==> src/rtl/membrane_pkg.sv <==
// Shared types and arithmetic for the membrane accumulator.
package membrane_pkg;

  typedef enum logic [2:0] {
    ACC, ACC_RTZ, SEND_L, SEND_RTZ, RECV, FWD
  } state_t;

  // Unsigned add clamped to 2^w-1; the wide sum makes overflow visible before clamping.
  function automatic logic [31:0] sat_add(input logic [31:0] a, input logic [31:0] b,
                                          input int w);
    logic [32:0] s, mx;
    s  = {1'b0, a} + {1'b0, b};
    mx = (33'd1 << w) - 33'd1;
    return (s > mx) ? mx[31:0] : s[31:0];
  endfunction

endpackage

==> src/rtl/membrane_accumulator_hs_sync.sv <==
// Two-flop synchronizer for one asynchronous handshake wire.
module hs_sync (
  input  logic clk,
  input  logic rst_n,
  input  logic d,
  output logic q
);
  logic meta;

  always_ff @(posedge clk or negedge rst_n) begin
    if (!rst_n) begin
      meta <= 1'b0;
      q    <= 1'b0;
    end else begin
      meta <= d;
      q    <= meta;
    end
  end
endmodule

==> src/rtl/membrane_accumulator.sv <==
// Accumulates partial sums onto the stored residue, ships the potential to spike_residue,
// collects spike + residue back and forwards the spike downstream. All links are 4-phase BD.
module membrane_accumulator
  import membrane_pkg::*;
#(
  parameter int WIDTH    = 8,
  parameter int NUM_PSUM = 3
) (
  input  logic             clk,
  input  logic             rst_n,
  input  logic             psum_req,
  input  logic [WIDTH-1:0] psum_data,
  output logic             psum_ack,
  output logic             l_req,
  output logic [WIDTH-1:0] l_data,
  input  logic             l_ack,
  input  logic             res_req,
  input  logic [WIDTH-1:0] res_data,
  output logic             res_ack,
  input  logic             spk_req,
  input  logic             spk_data,
  output logic             spk_ack,
  output logic             out_req,
  output logic             out_data,
  input  logic             out_ack
);
  localparam int NSYNC = 5;
  localparam int CW    = $clog2(NUM_PSUM + 1);

  logic [NSYNC-1:0] async_in, sync_out;
  logic s_psum_req, s_l_ack, s_res_req, s_spk_req, s_out_ack;

  assign async_in = {out_ack, spk_req, res_req, l_ack, psum_req};
  assign {s_out_ack, s_spk_req, s_res_req, s_l_ack, s_psum_req} = sync_out;

  for (genvar g = 0; g < NSYNC; g++) begin : g_sync
    hs_sync u_sync (.clk(clk), .rst_n(rst_n), .d(async_in[g]), .q(sync_out[g]));
  end

  state_t           state;
  logic [WIDTH-1:0] acc, residue;
  logic [CW-1:0]    psum_cnt;
  logic             res_done, spk_done, out_done, spk_latch;

  always_ff @(posedge clk or negedge rst_n) begin
    if (!rst_n) begin
      state     <= ACC;
      acc       <= '0;
      residue   <= '0;
      psum_cnt  <= '0;
      psum_ack  <= 1'b0;
      l_req     <= 1'b0;
      l_data    <= '0;
      res_ack   <= 1'b0;
      spk_ack   <= 1'b0;
      out_req   <= 1'b0;
      out_data  <= 1'b0;
      res_done  <= 1'b0;
      spk_done  <= 1'b0;
      out_done  <= 1'b0;
      spk_latch <= 1'b0;
    end else begin
      case (state)
        ACC: if (s_psum_req) begin
          acc      <= WIDTH'(sat_add(32'(acc), 32'(psum_data), WIDTH));
          psum_ack <= 1'b1;
          psum_cnt <= psum_cnt + 1'b1;
          state    <= ACC_RTZ;
        end
        ACC_RTZ: if (!s_psum_req) begin
          psum_ack <= 1'b0;
          state    <= (psum_cnt == CW'(NUM_PSUM)) ? SEND_L : ACC;
        end
        SEND_L: begin
          // l_data is loaded only while l_req is low, so it is frozen for the whole request.
          if (!l_req) begin
            l_data <= acc;
            l_req  <= 1'b1;
          end else if (s_l_ack) begin
            l_req <= 1'b0;
            state <= SEND_RTZ;
          end
        end
        SEND_RTZ: if (!s_l_ack) state <= RECV;
        RECV: begin
          if (!res_done && !res_ack && s_res_req) begin
            residue <= res_data;
            res_ack <= 1'b1;
          end else if (res_ack && !s_res_req) begin
            res_ack  <= 1'b0;
            res_done <= 1'b1;
          end
          if (!spk_done && !spk_ack && s_spk_req) begin
            spk_latch <= spk_data;
            spk_ack   <= 1'b1;
          end else if (spk_ack && !s_spk_req) begin
            spk_ack  <= 1'b0;
            spk_done <= 1'b1;
          end
          if (res_done && spk_done) state <= FWD;
        end
        FWD: begin
          if (!out_req && !out_done) begin
            out_data <= spk_latch;
            out_req  <= 1'b1;
          end else if (out_req && s_out_ack) begin
            out_req  <= 1'b0;
            out_done <= 1'b1;
          end else if (out_done && !s_out_ack) begin
            acc      <= residue;
            psum_cnt <= '0;
            res_done <= 1'b0;
            spk_done <= 1'b0;
            out_done <= 1'b0;
            state    <= ACC;
          end
        end
        default: state <= ACC;
      endcase
    end
  end
endmodule
==> config.mk <==
export PLATFORM = sky130hd
export DESIGN_NAME = membrane_accumulator
export DESIGN_NICKNAME = d
export VERILOG_FILES = /design/src/rtl/membrane_pkg.sv /design/src/rtl/membrane_accumulator_hs_sync.sv /design/src/rtl/membrane_accumulator.sv
export SDC_FILE = /design/constraint.sdc
export NUM_CORES = 1
export LEC_CHECK = 0
export ABC_AREA = 1
export BUFFER_PORTS_ARGS = -buffer_cell sky130_fd_sc_hd__buf_2
export CAP_MARGIN = 20
export CORE_MARGIN = 3
export CORE_UTILIZATION = 50
export CTS_CLUSTER_SIZE = 30
export DETAILED_ROUTE_END_ITERATION = 10
export PLACE_DENSITY_LB_ADDON = 0.08
export SLEW_MARGIN = 40
export SYNTH_ARGS = -nofsm -noshare
export SYNTH_HDL_FRONTEND = slang
export SYNTH_SLANG_ARGS = --single-unit
==> constraint.sdc <==
create_clock -name clk -period 5.4 [get_ports clk]
set_input_delay 1.08 -clock clk [delete_from_list [all_inputs] [get_ports clk]]
set_output_delay 1.08 -clock clk [all_outputs]
set_load 0.005 [all_outputs]
==> flow_metrics.env, run 1 <==
export IMPL_power_static_leakage_nw=1.56
export IMPL_synthSimpleGateAreaFrac_pct=27.1
export IMPL_cts_root_buffer="clkbuf_8"
export IMPL_firstDrtPassIters=4
export IMPL_regToRegStartpoint="acc[0]"
export IMPL_wl_mm=4.51
export IMPL_grt_use_met2_pct=23.6
export IMPL_netlist_top_cells_count="nand2_1 (87), dfrtp_1 (49), inv_1 (38)"
export IMPL_post_synth_fa_ha_maj_area_fraction_pct=5.39
export IMPL_yosys_register_bits=49
export IMPL_cellPowerDensity_nw_per_um2=527
export IMPL_maxCapViolCount=0
export IMPL_biggest_area_consumer_among_synthesized_cells="dfrtp_1"
export IMPL_synth_top_cell_area_share_pct=49.8
export IMPL_yosysMostFrequentCell="nand2_1"
export IMPL_worstHoldPathType="flop to flop"
export IMPL_cts_tree="done"
export IMPL_synth_yosys_warnings=0
export IMPL_post_synth_main_area_contributors="dfrtp_1 (50%), nand2_1 (13%), inv_1 (5.8%), ha_1 (4.6%), nand3_1 (3.9%)"
export IMPL_gr_usage_all_layers_pct=17.0
export IMPL_postSynthCellCount=295
export IMPL_dpl_cell_area_um2=2680
export IMPL_place_gp_congestion=0.840
export IMPL_cts_setup_buffers=0
export IMPL_placeable_core_area_um2=4560
export IMPL_criticalPathCategory="primary input to flop"
export IMPL_insertion_delay_ns=0.29
export IMPL_wl_cell_um=11.3
export IMPL_worstMarginPinSlew_ns=0.609
export IMPL_layout_min_cycle_time_ns=2.72
export IMPL_syn_mean_instance_area_um2=8.34
export IMPL_hold_start="g_sync[4].u_sync.meta"
export IMPL_status="completed"
export IMPL_rows=24
export IMPL_antenna_found_initial=0
export IMPL_switching_share_pct=37.7
export IMPL_cts_sinks=49
export IMPL_rsz_0062_raised_after_global_routing="no"
export IMPL_dr_total_vias=1864
export IMPL_synth_area_um2=2460
export IMPL_antenna_diode_count=0
export IMPL_synth_edff_count=0
export IMPL_die_width_um=76.1
export IMPL_finalInstanceArea_um2=2810
export IMPL_synth_async_sr_flop_share_pct=100
export IMPL_power_report_internal_total_w=0.000924
export IMPL_hold_viol=0
export IMPL_grt_use_met3_pct=3.66
export IMPL_synth_xor_xnor_area_share_pct=1.07
export IMPL_die_area_um2=5800
export IMPL_slew_headroom_pct=59.4
export IMPL_effective_utilization_at_floorplan_pct=53.9
export IMPL_fin_setup_tns_ns=0
export IMPL_place_hpwl_mm=3.42
export IMPL_grt_pass1_vias=1730
export IMPL_postSynth_topFlopCell="dfrtp_1"
export IMPL_avg_vias_per_cell=4.67
export IMPL_grt_max_degree=50
export IMPL_crit_required_ns=5.58
export IMPL_portBuffers=37
export IMPL_synth_compound_gate_area_share_pct=8.09
export IMPL_io_pin_count=38
export IMPL_pwr_share_seq_pct=40.3
export IMPL_max_clock_path_buffers=2
export IMPL_die_height_um=76.1
export IMPL_peak_vdd_ir_v=0.000210
export IMPL_crit_start="psum_data[0]"
export IMPL_muxShareOfSynthArea_pct=0
export IMPL_comb_power_share_pct=39.4
export IMPL_main_combinational_cell_family_by_area_after_synthesis="simple AND/OR/NAND/NOR gates"
export IMPL_grt_most_used_layer="met1"
export IMPL_final_min_period_over_clock_period_pct=50.4
export IMPL_area_growth_pct=14.4
export IMPL_crit_path_launch_type="primary input"
export IMPL_final_max_slew_violation_count=0
export IMPL_met1_usage_pct=25.7
export IMPL_drtAntennaViolNets=0
export IMPL_detail_route_iter0_violations=83
export IMPL_layout_drive_gt1_share_pct=20.7
export IMPL_synth_nets=329
export IMPL_cts_hold_repair_buffers=0
export IMPL_cts_buffers_inserted=5
export IMPL_final_net_count=367
export IMPL_netlist_cell_type_count=24
export IMPL_pwr_share_clk_pct=20.3
export IMPL_report_final_setup_viol=0
export IMPL_fmax_achieved_mhz=367
export IMPL_critical_path_end_type="flop"
export IMPL_overflow=0
export IMPL_grt_first_pass_wirelength_mm=8.02
export IMPL_switching_power_w=0.000559
export IMPL_fin_worst_skew_ns=0.00314
export IMPL_worst_setup_hold_path_clk_slew_ns=0.09
export IMPL_drcViolationCount=0
export IMPL_cts_max_level=2
export IMPL_cts_resized=0
export IMPL_worst_endpoint_arrival_ns=2.91
export IMPL_seq_area_frac_synth_pct=49.8
export IMPL_timing_critical_path_fanout_max=8
cell families after synthesis:
group / after synthesis
XOR/XNOR: 3
flip-flops: 49
buffers and inverters: 49
adder cells (fa/ha/maj): 10
AO/OA/AOI/OAI: 36
AND/OR/NAND/NOR: 148
metrics by stage:
step                      hold slack, ns  setup slack [ns]  power (W)  std cells  utilization (%)
after global placement             0.333              2.51    0.00117        391             58.7
after global routing               0.357              2.56    0.00163        399             61.7
after CTS                          0.360              2.69    0.00150        399             61.7
final                              0.355              2.68    0.00148        399             61.7
after detailed placement           0.339              2.37    0.00119        391             58.7
after floorplan                    0.331              2.80    0.00103        295                -
worst paths after layout:
| path | end | slack [ns] | cells past startpoint |
|---|---|---|---|
| worst min-delay path | g_sync[4].u_sync.q | 0.36 | 0 |
| worst min register to register | g_sync[4].u_sync.q | 0.36 | 0 |
| min in group asynchronous | l_data[4] | 0.80 | 1 |
| max in group asynchronous | res_ack | 4.20 | 1 |
| worst max-delay path | acc[4] | 2.68 | 11 |
| worst max register to register | acc[4] | 3.17 | 10 |
layer usage:
metal  share of wire, %  wire, µm  vias to the layer above
met5                  0         0                        -
met3                4.6       209                        5
met4                1.1        51                        0
met1                 53      2400                      820
li1                   -         -                      994
met2                 41      1850                       45
layout make-up:
type | instances | area, µm²
repair buffers | 37 | 188
clock inverters | 3 | 65.1
fillers | 429 | 1750
inverters | 43 | 161
multi-input cells | 197 | 1020
well taps | 65 | 81.3
flip-flops and latches | 49 | 1230
clock buffers | 5 | 68.8
power by group through the flow:
stage | registers (W) | clock network, W | logic, W
2_1_floorplan | 0.000583 | 0 | 0.000448
3_3_place_gp | 0.000602 | 0 | 0.000570
3_5_place_dp | 0.000606 | 0 | 0.000587
4_1_cts | 0.000600 | 0.000309 | 0.000591
5_1_grt | 0.000619 | 0.000328 | 0.000684
6_report | 0.000598 | 0.000301 | 0.000584
cells in the final DEF, fill, tap and decap left out, drive strengths merged, types with 5 or more instances in the layout:
| cell type | n |
|---|---|
| buf | 37 |
| ha | 9 |
| nand3 | 19 |
| nand2 | 89 |
| dfrtp | 49 |
| clkbuf | 5 |
| nor2 | 31 |
| inv | 43 |
| o21ai | 26 |
| a21oi | 10 |
registers in the layout, summed over array words and instances, names as in the netlist, 2 cells and up:
register and flops:
residue 8, g_sync.u_sync.meta 5, state 3, g_sync.u_sync.q 5, psum_cnt 2, l_data 8
acc 8
worst max-delay path, cell delays in order:
cell	delay, ns
buf_2	0.10
ha_1	0.22
fa_1	0.40
nand2_1	0.08
nand3_1	0.08
nand2_1	0.10
nor2_1	0.05
nor2_1	0.46
nand3_1	0.16
nand2_1	0.09
o21ai_0	0.07
No activity file was read; power rests on OpenSTA's default activity.
==> run 2, diff against run 1 <==
- clock period: 5.4 -> 2.5 ns (I/O delays scaled with it)
==> run 2 against run 1 <==
Against the previous run: die area unchanged; critical path depth stayed put; clock skew increased by 0.0031 ns; via count is 0.64% higher; critical path type is now flop to flop; first-iteration DRC count up 65%; power rose by 100%.
==> flow_metrics.env, run 2 (same netlist as run 1, synthesis figures left out) <==
export IMPL_pwr_share_clk_pct=15.3
export IMPL_gr_usage_all_layers_pct=16.5
export IMPL_final_max_slew_violation_count=0
export IMPL_peak_vdd_ir_v=0.000499
export IMPL_insertion_delay_ns=0.30
export IMPL_power_static_leakage_nw=1.55
export IMPL_cts_tree="done"
export IMPL_layout_setup_ws_ns=0.600
export IMPL_crit_path_launch_type="flop"
export IMPL_cts_sinks=49
export IMPL_cellPowerDensity_nw_per_um2=1080
export IMPL_worst_setup_hold_path_clk_slew_ns=0.09
export IMPL_switching_share_pct=40.0
export IMPL_cts_setup_buffers=0
export IMPL_area_growth_pct=13.5
export IMPL_cts_buffers_inserted=5
export IMPL_final_net_count=370
export IMPL_portBuffers=37
export IMPL_effective_utilization_at_floorplan_pct=53.9
export IMPL_detail_route_iter0_violations=137
export IMPL_grt_first_pass_wirelength_mm=7.78
export IMPL_place_hpwl_mm=3.38
export IMPL_pwr_share_seq_pct=42.9
export IMPL_rsz_0062_raised_after_global_routing="no"
export IMPL_report_final_setup_viol=0
export IMPL_wl_mm=4.33
export IMPL_drcViolationCount=0
export IMPL_grt_pass1_vias=1723
export IMPL_maxCapViolCount=0
export IMPL_die_area_um2=5800
export IMPL_layout_min_cycle_time_ns=1.90
export IMPL_final_min_period_over_clock_period_pct=76.0
export IMPL_avg_vias_per_cell=4.67
export IMPL_dr_total_vias=1876
export IMPL_switching_power_w=0.00121
export IMPL_worst_endpoint_arrival_ns=2.09
export IMPL_antenna_found_initial=0
export IMPL_place_gp_congestion=0.798
export IMPL_cts_max_level=2
export IMPL_cts_hold_repair_buffers=0
export IMPL_layout_top_registers="acc: 8 flops, l_data: 8 flops, residue: 8 flops"
export IMPL_final_cell_mix="nand2_1 (87), dfrtp_1 (49), inv_1 (38)"
export IMPL_power_report_internal_total_w=0.00181
export IMPL_layout_drive_gt1_share_pct=21.4
export IMPL_critical_path_end_type="flop"
export IMPL_worstHoldPathType="primary input to asynchronous set/reset pin"
export IMPL_placeable_core_area_um2=4560
export IMPL_rows=24
export IMPL_worstMarginPinSlew_ns=0.494
export IMPL_drtAntennaViolNets=0
export IMPL_cts_resized=0
export IMPL_criticalPathCategory="flop to flop"
export IMPL_cts_root_buffer="clkbuf_8"
export IMPL_final_common_cell="nand2_1"
export IMPL_max_clock_path_buffers=2
export IMPL_firstDrtPassIters=4
export IMPL_grt_max_degree=24
export IMPL_fin_worst_skew_ns=0.00626
export IMPL_die_width_um=76.1
export IMPL_timing_critical_path_fanout_max=8
export IMPL_fmax_achieved_mhz=526
export IMPL_slew_headroom_pct=67.1
export IMPL_die_height_um=76.1
export IMPL_fin_setup_tns_ns=0
export IMPL_antenna_diode_count=0
export IMPL_status="completed"
export IMPL_io_pin_count=38
export IMPL_hold_viol=0
export IMPL_wl_cell_um=10.8
export IMPL_dp_worst_setup_slack_ns=0.347
export IMPL_comb_power_share_pct=41.8
export IMPL_crit_required_ns=2.69
export IMPL_overflow=0
## run 2: cell count changes in the layout (fill, tap and decap cells not counted)
cell	before	now
buf_4	1	3
bufinv_16	2	0
clkinv_4	0	2
buf_2	36	37
## run 2: final cells by class
class	instances	area [µm²]
fillers	445	1770
flip-flops and latches	49	1230
clock buffers	5	68.8
well taps	65	81.3
clock inverters	3	22.5
multi-input cells	197	1020
inverters	43	161
repair buffers	40	208
## run 2: metal layers
metal,routed length (µm),track usage (%),vias up
met5,0,0,-
met4,51,5.25,0
met3,240,4.26,6
met2,1800,23.6,40
met1,2230,24.5,822
li1,-,-,1008
## run 2: worst paths after layout
kind,start,to,slack [ns],depth (start not counted)
max,acc[0],acc[4],0.60,11
min,rst_n,l_data[0],0.15,1
max reg2reg,acc[0],acc[4],0.60,11
min reg2reg,g_sync[4].u_sync.meta,g_sync[4].u_sync.q,0.35,0
max in group asynchronous,rst_n,acc[7],1.77,2
min in group clk,psum_req,g_sync[0].u_sync.meta,0.29,1
## run 2: stage by stage
| stage | hold WS [ns] | instances | utilization, % | power (W) | instance area, µm² |
|---|---|---|---|---|---|
| after global routing | 0.165 | 402 | 61.2 | 0.00334 | 2790 |
| after detailed placement | 0.336 | 394 | 59.2 | 0.00258 | 2700 |
| after floorplan | 0.204 | 295 | - | 0.00223 | 2460 |
| after CTS | 0.150 | 402 | 61.2 | 0.00306 | 2790 |
| final | 0.147 | 402 | 61.2 | 0.00302 | 2790 |
| after global placement | 0.331 | 394 | 59.2 | 0.00255 | 2700 |
## run 2: power groups by stage
stage / combinational (W) / clock (W) / sequential, W
after floorplan: 0.000967 / 0 / 0.00126
after global placement: 0.00125 / 0 / 0.00130
after detailed placement: 0.00126 / 0 / 0.00131
after CTS: 0.00127 / 0.000485 / 0.00130
after global routing: 0.00148 / 0.000519 / 0.00134
final: 0.00126 / 0.000463 / 0.00130
## run 2: worst max-delay path, cell delays in order, from the launching register on
cell and delay, ns:
dfrtp_1 0.39, ha_1 0.21, fa_1 0.41, nand2_1 0.08, nand3_1 0.08, nand2_1 0.10
nor2_1 0.05, nor2_1 0.09, buf_4 0.16, nand3_1 0.08, nand2_1 0.08, o21ai_0 0.07
